===== src/rtl/fir_filter_ctrl.sv =====
// Sequencing controller in front of fir_filter: arbitrates sample streaming vs coefficient reload.
// Latency: zero cycles from an accepted sample or coefficient to the fir_* outputs; cfg_done is registered.
// Backpressure: s_ready drops outside RUN; cfg_coeff_ready is high only in LOAD.
//
// Ports:
//   clk, reset              clock, asynchronous active-high reset
//   cfg_start               one-cycle reload request (honoured in RUN only)
//   cfg_coeff_*             coefficient stream (valid/ready), forwarded to the filter in LOAD
//   cfg_done                one-cycle pulse when a reload completes
//   s_valid/s_ready/s_data  sample stream, forwarded to the filter in RUN
//   fir_input_valid, fir_x  filter sample port
//   fir_coeff_valid, fir_coeff_in  filter coefficient shift-in port
//   busy                    high in any state other than RUN
//   sample_count            samples accepted since reset, wraps
//
// Build option: define FIR_FILTER_CTRL_FLUSH_EN to add the FLUSH state, which shifts
// NUM_TAPS zero samples into the filter after each reload.

module fir_filter_ctrl #(
    parameter int DATA_WIDTH = 16,
    parameter int NUM_TAPS   = 16,
    parameter int CNT_WIDTH  = 32
) (
    input  logic                  clk,
    input  logic                  reset,
    input  logic                  cfg_start,
    input  logic                  cfg_coeff_valid,
    output logic                  cfg_coeff_ready,
    input  logic [DATA_WIDTH-1:0] cfg_coeff,
    output logic                  cfg_done,
    input  logic                  s_valid,
    output logic                  s_ready,
    input  logic [DATA_WIDTH-1:0] s_data,
    output logic                  fir_input_valid,
    output logic [DATA_WIDTH-1:0] fir_x,
    output logic                  fir_coeff_valid,
    output logic [DATA_WIDTH-1:0] fir_coeff_in,
    output logic                  busy,
    output logic [CNT_WIDTH-1:0]  sample_count
);

    localparam int TAP_W = (NUM_TAPS > 2) ? $clog2(NUM_TAPS) : 1;
    localparam logic [TAP_W-1:0] LAST_TAP = TAP_W'(NUM_TAPS - 1);

    localparam logic [1:0] ST_RUN   = 2'd0;
    localparam logic [1:0] ST_DRAIN = 2'd1;
    localparam logic [1:0] ST_LOAD  = 2'd2;
    localparam logic [1:0] ST_FLUSH = 2'd3;

    logic [1:0]           state_q, state_d;
    logic                 drain_cnt_q, drain_cnt_d;
    logic [TAP_W-1:0]     tap_cnt_q, tap_cnt_d;
    logic                 cfg_done_q, cfg_done_d;
    logic [CNT_WIDTH-1:0] sample_count_q, sample_count_d;
`ifdef FIR_FILTER_CTRL_FLUSH_EN
    logic [TAP_W-1:0]     flush_cnt_q, flush_cnt_d;
`endif

    logic s_acc;
    logic coeff_acc;

    // Handshake outputs are forced low while reset is held so nothing reaches
    // the filter before the controller is out of reset.
    assign s_ready         = ~reset & (state_q == ST_RUN);
    assign cfg_coeff_ready = ~reset & (state_q == ST_LOAD);
    assign fir_input_valid = ~reset & (((state_q == ST_RUN) & s_valid) | (state_q == ST_FLUSH));
    assign fir_x           = (state_q == ST_RUN) ? s_data : '0;
    assign fir_coeff_valid = cfg_coeff_ready & cfg_coeff_valid;
    assign fir_coeff_in    = cfg_coeff;

    assign s_acc     = s_valid & s_ready;
    assign coeff_acc = fir_coeff_valid;

    assign busy         = (state_q != ST_RUN);
    assign cfg_done     = cfg_done_q;
    assign sample_count = sample_count_q;

    always_comb begin
        state_d        = state_q;
        drain_cnt_d    = drain_cnt_q;
        tap_cnt_d      = tap_cnt_q;
        cfg_done_d     = 1'b0;
        sample_count_d = sample_count_q + {{(CNT_WIDTH-1){1'b0}}, s_acc};
`ifdef FIR_FILTER_CTRL_FLUSH_EN
        flush_cnt_d    = flush_cnt_q;
`endif
        case (state_q)
            ST_RUN: begin
                // A sample in the same cycle as cfg_start is still accepted (s_ready=1 here).
                if (cfg_start) begin
                    state_d     = ST_DRAIN;
                    drain_cnt_d = 1'b0;
                end
            end
            ST_DRAIN: begin
                // Two idle cycles let the filter's valid pipeline finish on the old coefficients.
                if (drain_cnt_q) begin
                    state_d   = ST_LOAD;
                    tap_cnt_d = '0;
                end else begin
                    drain_cnt_d = 1'b1;
                end
            end
            ST_LOAD: begin
                if (coeff_acc) begin
                    if (tap_cnt_q == LAST_TAP) begin
                        tap_cnt_d = '0;
`ifdef FIR_FILTER_CTRL_FLUSH_EN
                        state_d     = ST_FLUSH;
                        flush_cnt_d = '0;
`else
                        state_d    = ST_RUN;
                        cfg_done_d = 1'b1;
`endif
                    end else begin
                        tap_cnt_d = tap_cnt_q + 1'b1;
                    end
                end
            end
            ST_FLUSH: begin
`ifdef FIR_FILTER_CTRL_FLUSH_EN
                if (flush_cnt_q == LAST_TAP) begin
                    state_d    = ST_RUN;
                    cfg_done_d = 1'b1;
                end else begin
                    flush_cnt_d = flush_cnt_q + 1'b1;
                end
`else
                state_d = ST_RUN;
`endif
            end
            default: state_d = ST_RUN;
        endcase
    end

    always_ff @(posedge clk or posedge reset) begin
        if (reset) begin
            state_q        <= ST_RUN;
            drain_cnt_q    <= 1'b0;
            tap_cnt_q      <= '0;
            cfg_done_q     <= 1'b0;
            sample_count_q <= '0;
        end else begin
            state_q        <= state_d;
            drain_cnt_q    <= drain_cnt_d;
            tap_cnt_q      <= tap_cnt_d;
            cfg_done_q     <= cfg_done_d;
            sample_count_q <= sample_count_d;
        end
    end

`ifdef FIR_FILTER_CTRL_FLUSH_EN
    always_ff @(posedge clk or posedge reset) begin
        if (reset) begin
            flush_cnt_q <= '0;
        end else begin
            flush_cnt_q <= flush_cnt_d;
        end
    end
`endif

endmodule


===== config.mk =====
export PLATFORM = sky130hd
export DESIGN_NAME = fir_filter_ctrl
export DESIGN_NICKNAME = d
export VERILOG_FILES = /design/src/rtl/fir_filter_ctrl.sv
export SDC_FILE = /design/constraint.sdc
export NUM_CORES = 1
export LEC_CHECK = 0
export ABC_CLOCK_PERIOD_IN_PS = 3200
export BUFFER_PORTS_ARGS = -buffer_cell sky130_fd_sc_hd__clkbuf_2
export CAP_MARGIN = 20
export CORE_MARGIN = 8
export CORE_UTILIZATION = 46
export CTS_CLUSTER_SIZE = 28
export DETAILED_ROUTE_END_ITERATION = 8
export HOLD_SLACK_MARGIN = 0.05
export PLACE_DENSITY_LB_ADDON = 0.2
export SYNTH_ARGS = -nofsm -noshare
export SYNTH_HDL_FRONTEND = slang
export SYNTH_SLANG_ARGS = --single-unit

===== constraint.sdc =====
create_clock -name clk -period 3.2 [get_ports clk]
set_input_delay 0.96 -clock clk [delete_from_list [all_inputs] [get_ports clk]]
set_output_delay 0.96 -clock clk [all_outputs]
set_load 0.05 [all_outputs]

==> impl_metrics.prom, run 1 <==
# TYPE chip_impl_metric gauge
chip_impl_metric{name="cts_hold_buf",unit=""} 0
chip_impl_metric{name="synthesis.area",unit="um2"} 2120
chip_impl_metric{name="post_synthesis_share_of_cell_area_spent_on_and_or_nand_and_nor_gates",unit=""} 0.258
chip_impl_metric{name="timing.final.crit_period",unit="ps"} 2920
chip_impl_info{name="synthDominantAreaCellType",value="sky130_fd_sc_hd__dfrtp_1"} 1
chip_impl_metric{name="finalCritPeriodShare",unit=""} 0.912
chip_impl_metric{name="groute.layer.met1.usage",unit=""} 0.142
chip_impl_metric{name="muxShareOfSynthArea",unit=""} 0.00473
chip_impl_metric{name="detail_route.vias_per_cell",unit=""} 5.22
chip_impl_metric{name="drt-pass1-iter-count",unit=""} 4
chip_impl_metric{name="postSynth.asyncResetShare",unit=""} 1.00
chip_impl_metric{name="pwr_density_cell",unit="nW/um2"} 706
chip_impl_metric{name="largest_net_degree_at_the_start_of_global_routing",unit=""} 41
chip_impl_info{name="hold_class",value="flip-flop to flip-flop"} 1
chip_impl_metric{name="global_route_track_usage_on_met3",unit=""} 0.0498
chip_impl_metric{name="synth_cells",unit=""} 208
chip_impl_metric{name="max_slew.worst_pin.slew",unit="ps"} 524
chip_impl_metric{name="initial_core_utilization",unit=""} 0.483
chip_impl_metric{name="die-area",unit="um2"} 7030
chip_impl_metric{name="synth-edff-count",unit=""} 0
chip_impl_metric{name="gr-usage-met2",unit=""} 0.201
chip_impl_metric{name="floorplan.die.height",unit="um"} 83.8
chip_impl_metric{name="clock.fmax",unit="MHz"} 343
chip_impl_info{name="rsz_0062_raised_after_global_routing",value="no"} 1
chip_impl_metric{name="final_core_util",unit=""} 0.573
chip_impl_info{name="mostFrequentLayoutCell",value="sky130_fd_sc_hd__clkbuf_2"} 1
chip_impl_metric{name="grt_usage",unit=""} 0.125
chip_impl_metric{name="finalHoldViolCount",unit=""} 0
chip_impl_metric{name="ant_nets",unit=""} 0
chip_impl_metric{name="worst-endpoint-required",unit="ps"} 2240
chip_impl_metric{name="post_dr_wirelength_cell",unit="um"} 14.1
chip_impl_metric{name="floorplan.io_pins",unit=""} 107
chip_impl_metric{name="worst_hold_path_cells",unit=""} 1
chip_impl_metric{name="numCtsBuffers",unit=""} 5
chip_impl_metric{name="placement_rows",unit=""} 24
chip_impl_metric{name="grt_pass1_vias",unit=""} 1664
chip_impl_metric{name="total_power",unit="mW"} 1.77
chip_impl_metric{name="yosysWarningCount",unit=""} 0
chip_impl_metric{name="syn-mean-instance-area",unit="um2"} 10.2
chip_impl_info{name="post_synth_main_area_contributors",value="sky130_fd_sc_hd__dfrtp_1, sky130_fd_sc_hd__xnor2_1, sky130_fd_sc_hd__buf_4"} 1
chip_impl_metric{name="synth_sequential_area_ratio",unit=""} 0.473
chip_impl_metric{name="leakage",unit="nW"} 1.32
chip_impl_metric{name="grt_pass1_wl",unit="um"} 7480
chip_impl_metric{name="cts_repair_resize_count",unit=""} 0
chip_impl_metric{name="die_w",unit="um"} 83.8
chip_impl_metric{name="grt_overflow_total",unit=""} 0
chip_impl_info{name="cts.root.buffer_cell",value="sky130_fd_sc_hd__clkbuf_8"} 1
chip_impl_info{name="layout.cells.most_common_list",value="sky130_fd_sc_hd__clkbuf_2, sky130_fd_sc_hd__dfrtp_1, sky130_fd_sc_hd__xnor2_1, sky130_fd_sc_hd__nand2_1, sky130_fd_sc_hd__and2_1"} 1
chip_impl_metric{name="finalSetupTns",unit="ps"} 0
chip_impl_metric{name="clk_transition_reported_paths",unit="ps"} 80
chip_impl_metric{name="syn_to_final_growth",unit="%"} 18.7
chip_impl_info{name="source_of_the_worst_register_to_register_timing_path",value="state_q[0]"} 1
chip_impl_metric{name="critical_path_peak_fanout",unit=""} 5
chip_impl_info{name="tritoncts_clock_tree",value="yes"} 1
chip_impl_metric{name="cts.sink_count",unit=""} 40
chip_impl_metric{name="antenna_found_initial",unit=""} 0
chip_impl_metric{name="post-cts-setup-buffers",unit=""} 0
chip_impl_info{name="min_from",value="sample_count[31]"} 1
chip_impl_metric{name="setup.reg_to_reg.worst_slack",unit="ps"} 710
chip_impl_metric{name="worst-endpoint-arrival",unit="ps"} 1960
chip_impl_metric{name="place.gp.congestion",unit=""} 0.819
chip_impl_metric{name="insertion_delay",unit="ps"} 290
chip_impl_metric{name="final-setup-viol-count",unit=""} 0
chip_impl_metric{name="yosys.area_share.xor_xnor",unit=""} 0.124
chip_impl_metric{name="drive_above_1_share",unit=""} 0.333
chip_impl_metric{name="core_area",unit="um2"} 4380
chip_impl_metric{name="slew_violations",unit=""} 0
chip_impl_metric{name="irDropWorstVdd",unit="mV"} 0.484
chip_impl_metric{name="drc",unit=""} 0
chip_impl_metric{name="place.detailed.hpwl",unit="um"} 3560
chip_impl_metric{name="nets",unit=""} 310
chip_impl_info{name="reg2reg_to",value="sample_count[24]"} 1
chip_impl_metric{name="cap_violations",unit=""} 0
chip_impl_metric{name="clock-skew-final",unit="ps"} 9.12
chip_impl_metric{name="numPortBuffers",unit=""} 74
chip_impl_info{name="outcome",value="finished clean"} 1
chip_impl_info{name="category_of_the_worst_setup_path_launch_point",value="primary input"} 1
chip_impl_metric{name="cts-root-to-sink-buffers",unit=""} 2
chip_impl_metric{name="synthAdderAreaFrac",unit=""} 0.0236
chip_impl_metric{name="num_vias",unit=""} 1681
chip_impl_info{name="critical_path_class",value="primary input to output pin"} 1
chip_impl_metric{name="synth_seq_cells",unit=""} 40
chip_impl_metric{name="ys_types",unit=""} 31
chip_impl_info{name="synth-main-ff-cell",value="sky130_fd_sc_hd__dfrtp_1"} 1
chip_impl_metric{name="antenna_cells",unit=""} 0
chip_impl_metric{name="routed_wirelength",unit="um"} 4550
chip_impl_metric{name="synth.top_cell.area_share",unit=""} 0.473
chip_impl_metric{name="drt-initial-drc-count",unit=""} 62
chip_impl_info{name="holdPathEnd",value="sample_count[31]"} 1
chip_impl_metric{name="timing.slew.headroom",unit=""} 0.648
chip_impl_info{name="combinational_family_with_the_most_area_after_synthesis",value="simple AND/OR/NAND/NOR gates"} 1
chip_impl_metric{name="worstRegToRegCells",unit=""} 9
chip_impl_info{name="top_usage_layer",value="met2"} 1
chip_impl_metric{name="fillers",unit=""} 388
chip_impl_metric{name="cts_max_level",unit=""} 2
chip_impl_metric{name="synth_compound_area_frac",unit=""} 0.0372
chip_impl_metric{name="syn_nets",unit=""} 249
chip_impl_info{name="timing.critical_path.to_type",value="output pin"} 1
==> area by class of cell <==
class                      instances  area, um2  area share
sequential                        40       1000       0.398
clock inverter                     3       18.8     0.00747
tap                               52       65.1      0.0259
timing repair buffer              76        385       0.153
multi-input combinational        140        947       0.377
clock buffer                       5       68.8      0.0274
inverter                           6       26.3      0.0105
==> power by group <==
part | switching, mW | total, mW | internal (mW)
Clock | 0.173 | 0.324 | 0.152
Combinational | 0.595 | 0.793 | 0.198
Sequential | 0.0916 | 0.657 | 0.565
Total | 0.859 | 1.77 | 0.914
==> worst max-delay path by stage <==
stage,startpoint,end
finish,reset,fir_coeff_valid
global route,reset,fir_coeff_valid
CTS,reset,fir_coeff_valid
detailed placement,reset,fir_coeff_valid
global placement,reset,fir_coeff_valid
floorplan,reset,sample_count[24]
==> critical path, stage by stage <==
cell and delay, ps:
sky130_fd_sc_hd__clkbuf_2 130, sky130_fd_sc_hd__nor2b_1 280, sky130_fd_sc_hd__nand2_1 170, sky130_fd_sc_hd__inv_1 130, sky130_fd_sc_hd__clkbuf_2 290
==> synth_stat cells, types with 2 or more instances <==
master / number
sky130_fd_sc_hd__clkbuf_1: 3
sky130_fd_sc_hd__buf_4: 16
sky130_fd_sc_hd__and2_1: 16
sky130_fd_sc_hd__xnor2_1: 21
sky130_fd_sc_hd__inv_1: 6
sky130_fd_sc_hd__nor2b_1: 2
sky130_fd_sc_hd__ha_1: 4
sky130_fd_sc_hd__nor2_1: 12
sky130_fd_sc_hd__xor2_1: 9
sky130_fd_sc_hd__buf_2: 3
sky130_fd_sc_hd__and4_1: 2
sky130_fd_sc_hd__nand4_1: 14
sky130_fd_sc_hd__and3_1: 4
sky130_fd_sc_hd__nand3_1: 13
sky130_fd_sc_hd__a21oi_1: 4
sky130_fd_sc_hd__nor3_1: 4
sky130_fd_sc_hd__nand2_1: 20
sky130_fd_sc_hd__dfrtp_1: 40
sky130_fd_sc_hd__nor4_4: 3
==> metrics by stage <==
stage               setup WS, ps  instances  cell area (um2)  hold WS (ps)
finish                       281        322             2510           482
global route                 164        322             2510           503
CTS                          289        322             2510           483
detailed placement           294        314             2420           467
global placement             354        314             2420           461
floorplan                    203        208             2120           474
==> state kept, by name (all words and copies together), names as in the netlist <==
| signal | cells |
|---|---|
| sample_count | 32 |
| state_q | 2 |
| drain_cnt_q | 1 |
| tap_cnt_q | 4 |
| cfg_done | 1 |
==> cells by family after synthesis <==
group / Yosys count
AO/OA/AOI/OAI: 12
multiplexers: 1
adder cells (fa/ha/maj): 4
AND/OR/NAND/NOR: 93
flip-flops: 40
buffers and inverters: 28
XOR/XNOR: 30
==> metal layers <==
metal  routed length, um  up-vias  share of wire
met1                1970      770           0.43
met3                 392       14          0.086
met2                2080       80           0.46
li1                    -      817              -
met5                   0        -              0
met4                 106        0          0.023
Note: power is estimated with default switching activity, not from simulation.
==> run 2, diff against run 1 <==
--- a/config.mk
+++ b/config.mk
@@ -5,15 +5,17 @@
 export SDC_FILE = /design/constraint.sdc
 export NUM_CORES = 1
 export LEC_CHECK = 0
+export ABC_AREA = 1
 export ABC_CLOCK_PERIOD_IN_PS = 3200
 export BUFFER_PORTS_ARGS = -buffer_cell sky130_fd_sc_hd__clkbuf_2
 export CAP_MARGIN = 20
 export CORE_MARGIN = 8
-export CORE_UTILIZATION = 46
+export CORE_UTILIZATION = 48
 export CTS_CLUSTER_SIZE = 28
 export DETAILED_ROUTE_END_ITERATION = 8
 export HOLD_SLACK_MARGIN = 0.05
 export PLACE_DENSITY_LB_ADDON = 0.2
+export SKIP_CTS_REPAIR_TIMING = 1
 export SYNTH_ARGS = -nofsm -noshare
 export SYNTH_HDL_FRONTEND = slang
 export SYNTH_SLANG_ARGS = --single-unit
==> run 2 against run 1 <==
Synthesized cell count rose by 63%. Non-clock buffer count did not move. Sequential share of layout area fell by 6.0 points. Sequential power fell by 5.3%. Die area rose by 11%. Worst hold slack improved by 30 ps. Core utilization rose by 0.95 points. Critical path depth did not move. Largest cell class is now multi-input combinational cells. Global-route usage rose by 3.2 points.
==> impl_metrics.prom, run 2 <==
# TYPE chip_impl_metric gauge
chip_impl_metric{name="clock.fmax",unit="MHz"} 370
chip_impl_metric{name="leakage",unit="nW"} 1.64
chip_impl_metric{name="grt_overflow_total",unit=""} 0
chip_impl_metric{name="placement_rows",unit=""} 26
chip_impl_metric{name="worst-endpoint-required",unit="ps"} 2240
chip_impl_info{name="synthDominantAreaCellType",value="sky130_fd_sc_hd__dfrtp_1"} 1
chip_impl_info{name="mostFrequentLayoutCell",value="sky130_fd_sc_hd__nand2_1"} 1
chip_impl_info{name="cell_with_the_biggest_individual_delay_on_the_critical_path",value="sky130_fd_sc_hd__clkbuf_2"} 1
chip_impl_metric{name="timing.slew.headroom",unit=""} 0.666
chip_impl_metric{name="switching_fraction",unit=""} 0.502
chip_impl_info{name="crit_chain",value="clkbuf_2 > clkinvlp_4 > o21ai_0 > nor3_4 > clkbuf_2"} 1
chip_impl_metric{name="postSynth.asyncResetShare",unit=""} 1.00
chip_impl_info{name="tritoncts_clock_tree",value="yes"} 1
chip_impl_metric{name="crit_path_max_incr_delay",unit="ps"} 290
chip_impl_metric{name="critical_path_peak_fanout",unit=""} 7
chip_impl_info{name="synth-main-ff-cell",value="sky130_fd_sc_hd__dfrtp_1"} 1
chip_impl_metric{name="post_dr_wirelength_cell",unit="um"} 12.0
chip_impl_metric{name="die_w",unit="um"} 88.5
chip_impl_metric{name="floorplan.die.height",unit="um"} 88.5
chip_impl_info{name="post_synth_main_area_contributors",value="sky130_fd_sc_hd__dfrtp_1, sky130_fd_sc_hd__nand2_1, sky130_fd_sc_hd__nor2_1"} 1
chip_impl_metric{name="cts.sink_count",unit=""} 40
chip_impl_metric{name="cts_max_level",unit=""} 2
chip_impl_metric{name="synth_cells",unit=""} 340
chip_impl_info{name="rsz_0062_raised_after_global_routing",value="no"} 1
chip_impl_metric{name="grt_pass1_vias",unit=""} 2279
chip_impl_info{name="cts.root.buffer_cell",value="sky130_fd_sc_hd__clkbuf_8"} 1
chip_impl_metric{name="gr-usage-met2",unit=""} 0.272
chip_impl_metric{name="routed_wirelength",unit="um"} 5680
chip_impl_metric{name="drt-pass1-iter-count",unit=""} 4
chip_impl_metric{name="clk_transition_reported_paths",unit="ps"} 70
chip_impl_metric{name="fillers",unit=""} 496
chip_impl_metric{name="cap_violations",unit=""} 0
chip_impl_metric{name="insertion_delay",unit="ps"} 290
chip_impl_metric{name="antenna_cells",unit=""} 0
chip_impl_metric{name="drt-initial-drc-count",unit=""} 56
chip_impl_metric{name="worst-endpoint-arrival",unit="ps"} 1740
chip_impl_info{name="synth_common_cells",value="sky130_fd_sc_hd__nand2_1, sky130_fd_sc_hd__nor2_1, sky130_fd_sc_hd__inv_1, sky130_fd_sc_hd__dfrtp_1, sky130_fd_sc_hd__buf_4"} 1
chip_impl_metric{name="syn_to_final_growth",unit="%"} 17.3
chip_impl_metric{name="num_vias",unit=""} 2225
chip_impl_info{name="outcome",value="finished clean"} 1
chip_impl_metric{name="synth_seq_cells",unit=""} 40
chip_impl_metric{name="largest_register_ffs",unit=""} 32
chip_impl_metric{name="synth_sequential_area_ratio",unit=""} 0.397
chip_impl_metric{name="drive_above_1_share",unit=""} 0.281
chip_impl_metric{name="numPortBuffers",unit=""} 74
chip_impl_metric{name="drc",unit=""} 0
chip_impl_metric{name="finalCritPeriodShare",unit=""} 0.844
chip_impl_metric{name="finalHoldViolCount",unit=""} 0
chip_impl_metric{name="die-area",unit="um2"} 7830
chip_impl_info{name="timing.critical_path.max_delay_family",value="buffers and inverters"} 1
chip_impl_metric{name="whs",unit="ps"} 512
chip_impl_metric{name="timing.final.crit_period",unit="ps"} 2700
chip_impl_metric{name="numCtsBuffers",unit=""} 5
chip_impl_metric{name="clock_power_share",unit=""} 0.180
chip_impl_info{name="category_of_the_worst_setup_path_launch_point",value="primary input"} 1
chip_impl_metric{name="clock-skew-final",unit="ps"} 6.16
chip_impl_metric{name="groute.layer.met1.usage",unit=""} 0.171
chip_impl_metric{name="ys_types",unit=""} 23
chip_impl_metric{name="core_area",unit="um2"} 5070
chip_impl_metric{name="syn_nets",unit=""} 381
chip_impl_info{name="timing.critical_path.to_type",value="output pin"} 1
chip_impl_metric{name="synthesis.area",unit="um2"} 2520
chip_impl_metric{name="irDropWorstVdd",unit="mV"} 0.507
chip_impl_metric{name="antenna_found_initial",unit=""} 0
chip_impl_info{name="layout.cells.most_common_list",value="sky130_fd_sc_hd__nand2_1, sky130_fd_sc_hd__clkbuf_2, sky130_fd_sc_hd__nor2_1, sky130_fd_sc_hd__inv_1, sky130_fd_sc_hd__dfrtp_1"} 1
chip_impl_metric{name="syn-mean-instance-area",unit="um2"} 7.42
chip_impl_metric{name="place.gp.congestion",unit=""} 0.813
chip_impl_metric{name="initial_core_utilization",unit=""} 0.497
chip_impl_metric{name="pwr_density_cell",unit="nW/um2"} 595
chip_impl_metric{name="slew_violations",unit=""} 0
chip_impl_metric{name="multi_input_comb_area",unit="um2"} 1230
chip_impl_metric{name="synth-edff-count",unit=""} 0
chip_impl_metric{name="max_slew.worst_pin.slew",unit="ps"} 501
chip_impl_metric{name="ant_nets",unit=""} 0
chip_impl_metric{name="final-setup-viol-count",unit=""} 0
chip_impl_metric{name="sequential_cell_area",unit="um2"} 1000
chip_impl_info{name="top_usage_layer",value="met2"} 1
chip_impl_metric{name="nets",unit=""} 446
chip_impl_metric{name="intPower",unit="uW"} 876
chip_impl_metric{name="synth.top_cell.area_share",unit=""} 0.397
chip_impl_metric{name="cts-root-to-sink-buffers",unit=""} 2
chip_impl_metric{name="largest_net_degree_at_the_start_of_global_routing",unit=""} 41
chip_impl_metric{name="grt_pass1_wl",unit="um"} 9660
chip_impl_metric{name="grt_usage",unit=""} 0.158
chip_impl_metric{name="yosysWarningCount",unit=""} 0
chip_impl_metric{name="floorplan.io_pins",unit=""} 107
chip_impl_info{name="critical_path_class",value="primary input to output pin"} 1
chip_impl_metric{name="switchingPower",unit="uW"} 885
chip_impl_metric{name="global_route_track_usage_on_met3",unit=""} 0.0641
chip_impl_metric{name="path_buf_inv",unit=""} 3
chip_impl_metric{name="share_comb_of_total_power",unit=""} 0.466
chip_impl_metric{name="finalSetupTns",unit="ps"} 0
chip_impl_info{name="critPathMostFrequentCell",value="sky130_fd_sc_hd__clkbuf_2"} 1
chip_impl_metric{name="sequentialPowerShare",unit=""} 0.353
chip_impl_metric{name="final_core_util",unit=""} 0.583
chip_impl_metric{name="place.detailed.hpwl",unit="um"} 4570
chip_impl_info{name="hold_class",value="flip-flop to flip-flop"} 1
chip_impl_info{name="yosys.cell_count.top_type",value="sky130_fd_sc_hd__nand2_1"} 1
chip_impl_metric{name="detail_route.vias_per_cell",unit=""} 4.68
## run 2: final cells by class
type | instances | share of cell area
Timing Repair Buffer | 76 | 0.130
Inverter | 46 | 0.0597
Tap cell | 70 | 0.0296
Clock inverter | 1 | 0.00169
Multi-Input combinational cell | 236 | 0.416
Sequential cell | 40 | 0.339
Clock buffer | 6 | 0.0245
## run 2: final timing paths
kind                                        from                to  slack, ps  depth (start not counted)
worst max-delay path                       reset   fir_input_valid        500                          5
worst min-delay path            sample_count[31]  sample_count[31]        510                          2
worst max register to register        state_q[0]  sample_count[28]        900                         13
worst min register to register  sample_count[31]  sample_count[31]        510                          2
max in group asynchronous                  reset  sample_count[21]       1960                          3
min in group asynchronous                  reset      tap_cnt_q[0]        890                          3
## run 2: power by group through the flow
stage	combinational, mW	sequential [mW]	clock (mW)
after floorplan	0.601	0.728	0
after global placement	0.819	0.630	0
after detailed placement	0.831	0.631	0
after CTS	0.832	0.623	0.329
after global routing	0.881	0.632	0.349
final	0.821	0.622	0.317
## run 2: per-layer routing
metal | up-vias | routed length (um)
met2 | 79 | 2640
met4 | 0 | 83
li1 | 1139 | -
met1 | 1000 | 2470
met3 | 7 | 484
met5 | - | 0
## run 2: worst min-delay path: stages (launching register included)
cell                      delay (ps)
sky130_fd_sc_hd__dfrtp_1         370
sky130_fd_sc_hd__nand2_1          60
sky130_fd_sc_hd__nand2_1          50
## run 2: kinds of logic after synthesis
family | Yosys count | share of synthesized area
AOI/OAI and AO/OA | 8 | 0.0159
xor gates and xnor gates | 16 | 0.0586
adders and majority gates | 4 | 0.0199
buffers and inverters | 64 | 0.120
DFF | 40 | 0.397
and+or+nand+nor | 208 | 0.389
## run 2: through the flow
step                std cells  power (mW)  instance area, um2  setup slack (ps)
floorplan                 340        1.33                2540               111
global placement          468        1.45                2880               508
detailed placement        468        1.46                2880               486
CTS                       475        1.78                2960               486
global route              475        1.86                2960               430
finish                    475        1.76                2960               500
==> run 3, diff against run 2 <==
--- a/config.mk
+++ b/config.mk
@@ -5,12 +5,12 @@
 export SDC_FILE = /design/constraint.sdc
 export NUM_CORES = 1
 export LEC_CHECK = 0
-export ABC_AREA = 1
-export ABC_CLOCK_PERIOD_IN_PS = 3200
+export ABC_AREA = 0
+export ABC_CLOCK_PERIOD_IN_PS = 2700
 export BUFFER_PORTS_ARGS = -buffer_cell sky130_fd_sc_hd__clkbuf_2
 export CAP_MARGIN = 20
 export CORE_MARGIN = 8
-export CORE_UTILIZATION = 48
+export CORE_UTILIZATION = 46
 export CTS_CLUSTER_SIZE = 28
 export DETAILED_ROUTE_END_ITERATION = 8
 export HOLD_SLACK_MARGIN = 0.05
==> constraint.sdc (replaced) <==
create_clock -name clk -period 2.7 [get_ports clk]
set_input_delay 0.81 -clock clk [delete_from_list [all_inputs] [get_ports clk]]
set_output_delay 0.81 -clock clk [all_outputs]
set_load 0.05 [all_outputs]
==> run 3 against run 2 <==
Worst hold slack got worse by 25 ps. Routed wire length fell by 18%. Final area fell by 14%. Largest power group unchanged. Register-to-register slack got worse by 360 ps. First-iteration DRC count fell by 36%. Clock skew fell by 1.9 ps. Non-clock buffer count rose by 2. Cell count fell by 32%. Clock power rose by 49%.
==> impl_metrics.prom, run 3 (same netlist as run 1, synthesis figures left out) <==
# TYPE chip_impl_metric gauge
chip_impl_info{name="outcome",value="finished clean"} 1
chip_impl_metric{name="setup.reg_to_reg.worst_slack",unit="ps"} 540
chip_impl_metric{name="max_slew.worst_pin.slew",unit="ps"} 511
chip_impl_metric{name="syn_to_final_growth",unit="%"} 20.6
chip_impl_info{name="cts.root.buffer_cell",value="sky130_fd_sc_hd__clkbuf_8"} 1
chip_impl_metric{name="cts_max_level",unit=""} 2
chip_impl_info{name="layout.cells.most_common_list",value="sky130_fd_sc_hd__clkbuf_2, sky130_fd_sc_hd__dfrtp_1, sky130_fd_sc_hd__xnor2_1, sky130_fd_sc_hd__nand2_1, sky130_fd_sc_hd__and2_1"} 1
chip_impl_info{name="tritoncts_clock_tree",value="yes"} 1
chip_impl_metric{name="ant_nets",unit=""} 0
chip_impl_metric{name="core_area",unit="um2"} 4380
chip_impl_metric{name="finalHoldViolCount",unit=""} 0
chip_impl_metric{name="timing.slew.headroom",unit=""} 0.659
chip_impl_metric{name="irDropWorstVdd",unit="mV"} 0.740
chip_impl_metric{name="grt_pass1_wl",unit="um"} 7880
chip_impl_metric{name="pwr_density_cell",unit="nW/um2"} 860
chip_impl_metric{name="final_critical_path_setup_slack",unit="ps"} 202
chip_impl_info{name="critical_path_class",value="primary input to output pin"} 1
chip_impl_metric{name="worst-endpoint-required",unit="ps"} 1890
chip_impl_metric{name="slew_violations",unit=""} 0
chip_impl_metric{name="cts-root-to-sink-buffers",unit=""} 2
chip_impl_metric{name="dp_slack",unit="ps"} 110
chip_impl_metric{name="worst-endpoint-arrival",unit="ps"} 1690
chip_impl_metric{name="insertion_delay",unit="ps"} 290
chip_impl_metric{name="cap_violations",unit=""} 0
chip_impl_metric{name="clock.fmax",unit="MHz"} 400
chip_impl_metric{name="grt_pass1_vias",unit=""} 1786
chip_impl_metric{name="detailed_place.area",unit="um2"} 2440
chip_impl_metric{name="clock-skew-final",unit="ps"} 4.27
chip_impl_metric{name="place.gp.congestion",unit=""} 0.783
chip_impl_metric{name="routed_wirelength",unit="um"} 4640
chip_impl_metric{name="timing.final.crit_period",unit="ps"} 2500
chip_impl_metric{name="clk_transition_reported_paths",unit="ps"} 70
chip_impl_metric{name="largest_register_ffs",unit=""} 32
chip_impl_metric{name="place.detailed.hpwl",unit="um"} 3590
chip_impl_metric{name="antenna_found_initial",unit=""} 0
chip_impl_metric{name="final_cell_area",unit="um2"} 2550
chip_impl_metric{name="total_power",unit="mW"} 2.20
chip_impl_metric{name="final-setup-viol-count",unit=""} 0
chip_impl_metric{name="finalCritPeriodShare",unit=""} 0.925
chip_impl_metric{name="initial_core_utilization",unit=""} 0.483
chip_impl_metric{name="post_dr_wirelength_cell",unit="um"} 14.3
chip_impl_info{name="rsz_0062_raised_after_global_routing",value="no"} 1
chip_impl_metric{name="cts.sink_count",unit=""} 40
chip_impl_metric{name="grt_overflow_total",unit=""} 0
chip_impl_info{name="hold_class",value="flip-flop to flip-flop"} 1
chip_impl_metric{name="grt_usage",unit=""} 0.132
chip_impl_metric{name="critical_path_peak_fanout",unit=""} 5
chip_impl_metric{name="floorplan.die.height",unit="um"} 83.8
chip_impl_metric{name="detail_route.vias_per_cell",unit=""} 5.08
chip_impl_metric{name="drt-initial-drc-count",unit=""} 36
chip_impl_metric{name="drt-pass1-iter-count",unit=""} 4
chip_impl_metric{name="leakage",unit="nW"} 1.34
chip_impl_metric{name="drc",unit=""} 0
chip_impl_metric{name="placement_rows",unit=""} 24
chip_impl_metric{name="nets",unit=""} 312
chip_impl_info{name="timing.critical_path.to_type",value="output pin"} 1
chip_impl_metric{name="stdcell_count",unit=""} 324
chip_impl_metric{name="die_w",unit="um"} 83.8
chip_impl_metric{name="die-area",unit="um2"} 7030
chip_impl_metric{name="num_vias",unit=""} 1645
chip_impl_info{name="mostFrequentLayoutCell",value="sky130_fd_sc_hd__clkbuf_2"} 1
chip_impl_metric{name="placed_cells_incl_taps",unit=""} 316
chip_impl_metric{name="final_core_util",unit=""} 0.582
chip_impl_info{name="category_of_the_worst_setup_path_launch_point",value="primary input"} 1
chip_impl_metric{name="largest_net_degree_at_the_start_of_global_routing",unit=""} 41
chip_impl_metric{name="antenna_cells",unit=""} 0
chip_impl_metric{name="numCtsBuffers",unit=""} 5
chip_impl_metric{name="drive_above_1_share",unit=""} 0.342
chip_impl_metric{name="floorplan.io_pins",unit=""} 107
chip_impl_metric{name="numPortBuffers",unit=""} 74
==> run 3: cell count changes in the layout (fill, tap and decap cells not counted), moves of 6 or more <==
cell	change
sky130_fd_sc_hd__nor2_2	-8
sky130_fd_sc_hd__nand2_1	-86
sky130_fd_sc_hd__nor2_1	-40
sky130_fd_sc_hd__nand2_2	-6
sky130_fd_sc_hd__o21ai_0	-6
sky130_fd_sc_hd__nand4_1	+14
sky130_fd_sc_hd__nor2_4	-7
sky130_fd_sc_hd__xnor2_1	+15
sky130_fd_sc_hd__and2_1	+16
sky130_fd_sc_hd__nand3b_1	-8
sky130_fd_sc_hd__inv_1	-38
==> run 3: path summary, 6_finish.rpt <==
path	start	endpoint	cells after the start
min	sample_count[31]	sample_count[31]	1
min in group asynchronous	reset	sample_count[14]	3
max	reset	fir_coeff_valid	5
max in group asynchronous	reset	cfg_done	3
min reg2reg	sample_count[31]	sample_count[31]	1
max reg2reg	state_q[0]	sample_count[24]	9
==> run 3: critical path, cell delays in order <==
cell                       delay [ps]
sky130_fd_sc_hd__clkbuf_2         140
sky130_fd_sc_hd__nor2b_2          190
sky130_fd_sc_hd__nand2_1          130
sky130_fd_sc_hd__inv_1            130
sky130_fd_sc_hd__clkbuf_2         290
==> run 3: layout make-up <==
class | count | area, um2
Clock buffer | 6 | 72.6
Clock inverter | 2 | 35.0
Fill cell | 405 | 1830
Inverter | 6 | 26.3
Multi-Input combinational cell | 140 | 952
Sequential cell | 40 | 1000
Tap cell | 52 | 65.1
Timing Repair Buffer | 78 | 400
==> run 3: power by group <==
part	switching, mW	leakage (nW)	internal [mW]
registers	0.110	0.543	0.670
logic	0.707	0.743	0.238
clock network	0.197	0.0552	0.274
==> run 3: per-layer routing <==
metal,wire (um),vias up,GRT usage,share of wire
met2,2070,67,0.202,0.45
met1,2110,751,0.157,0.45
li1,-,812,-,-
met5,0,-,0,0
met3,342,15,0.0469,0.074
met4,123,0,0.0754,0.027
==> run 3: through the flow <==
step / TNS (ps) / hold WS [ps]
floorplan: -1110 / 474
global placement: 0 / 485
detailed placement: 0 / 488
CTS: 0 / 501
global route: 0 / 512
finish: 0 / 487
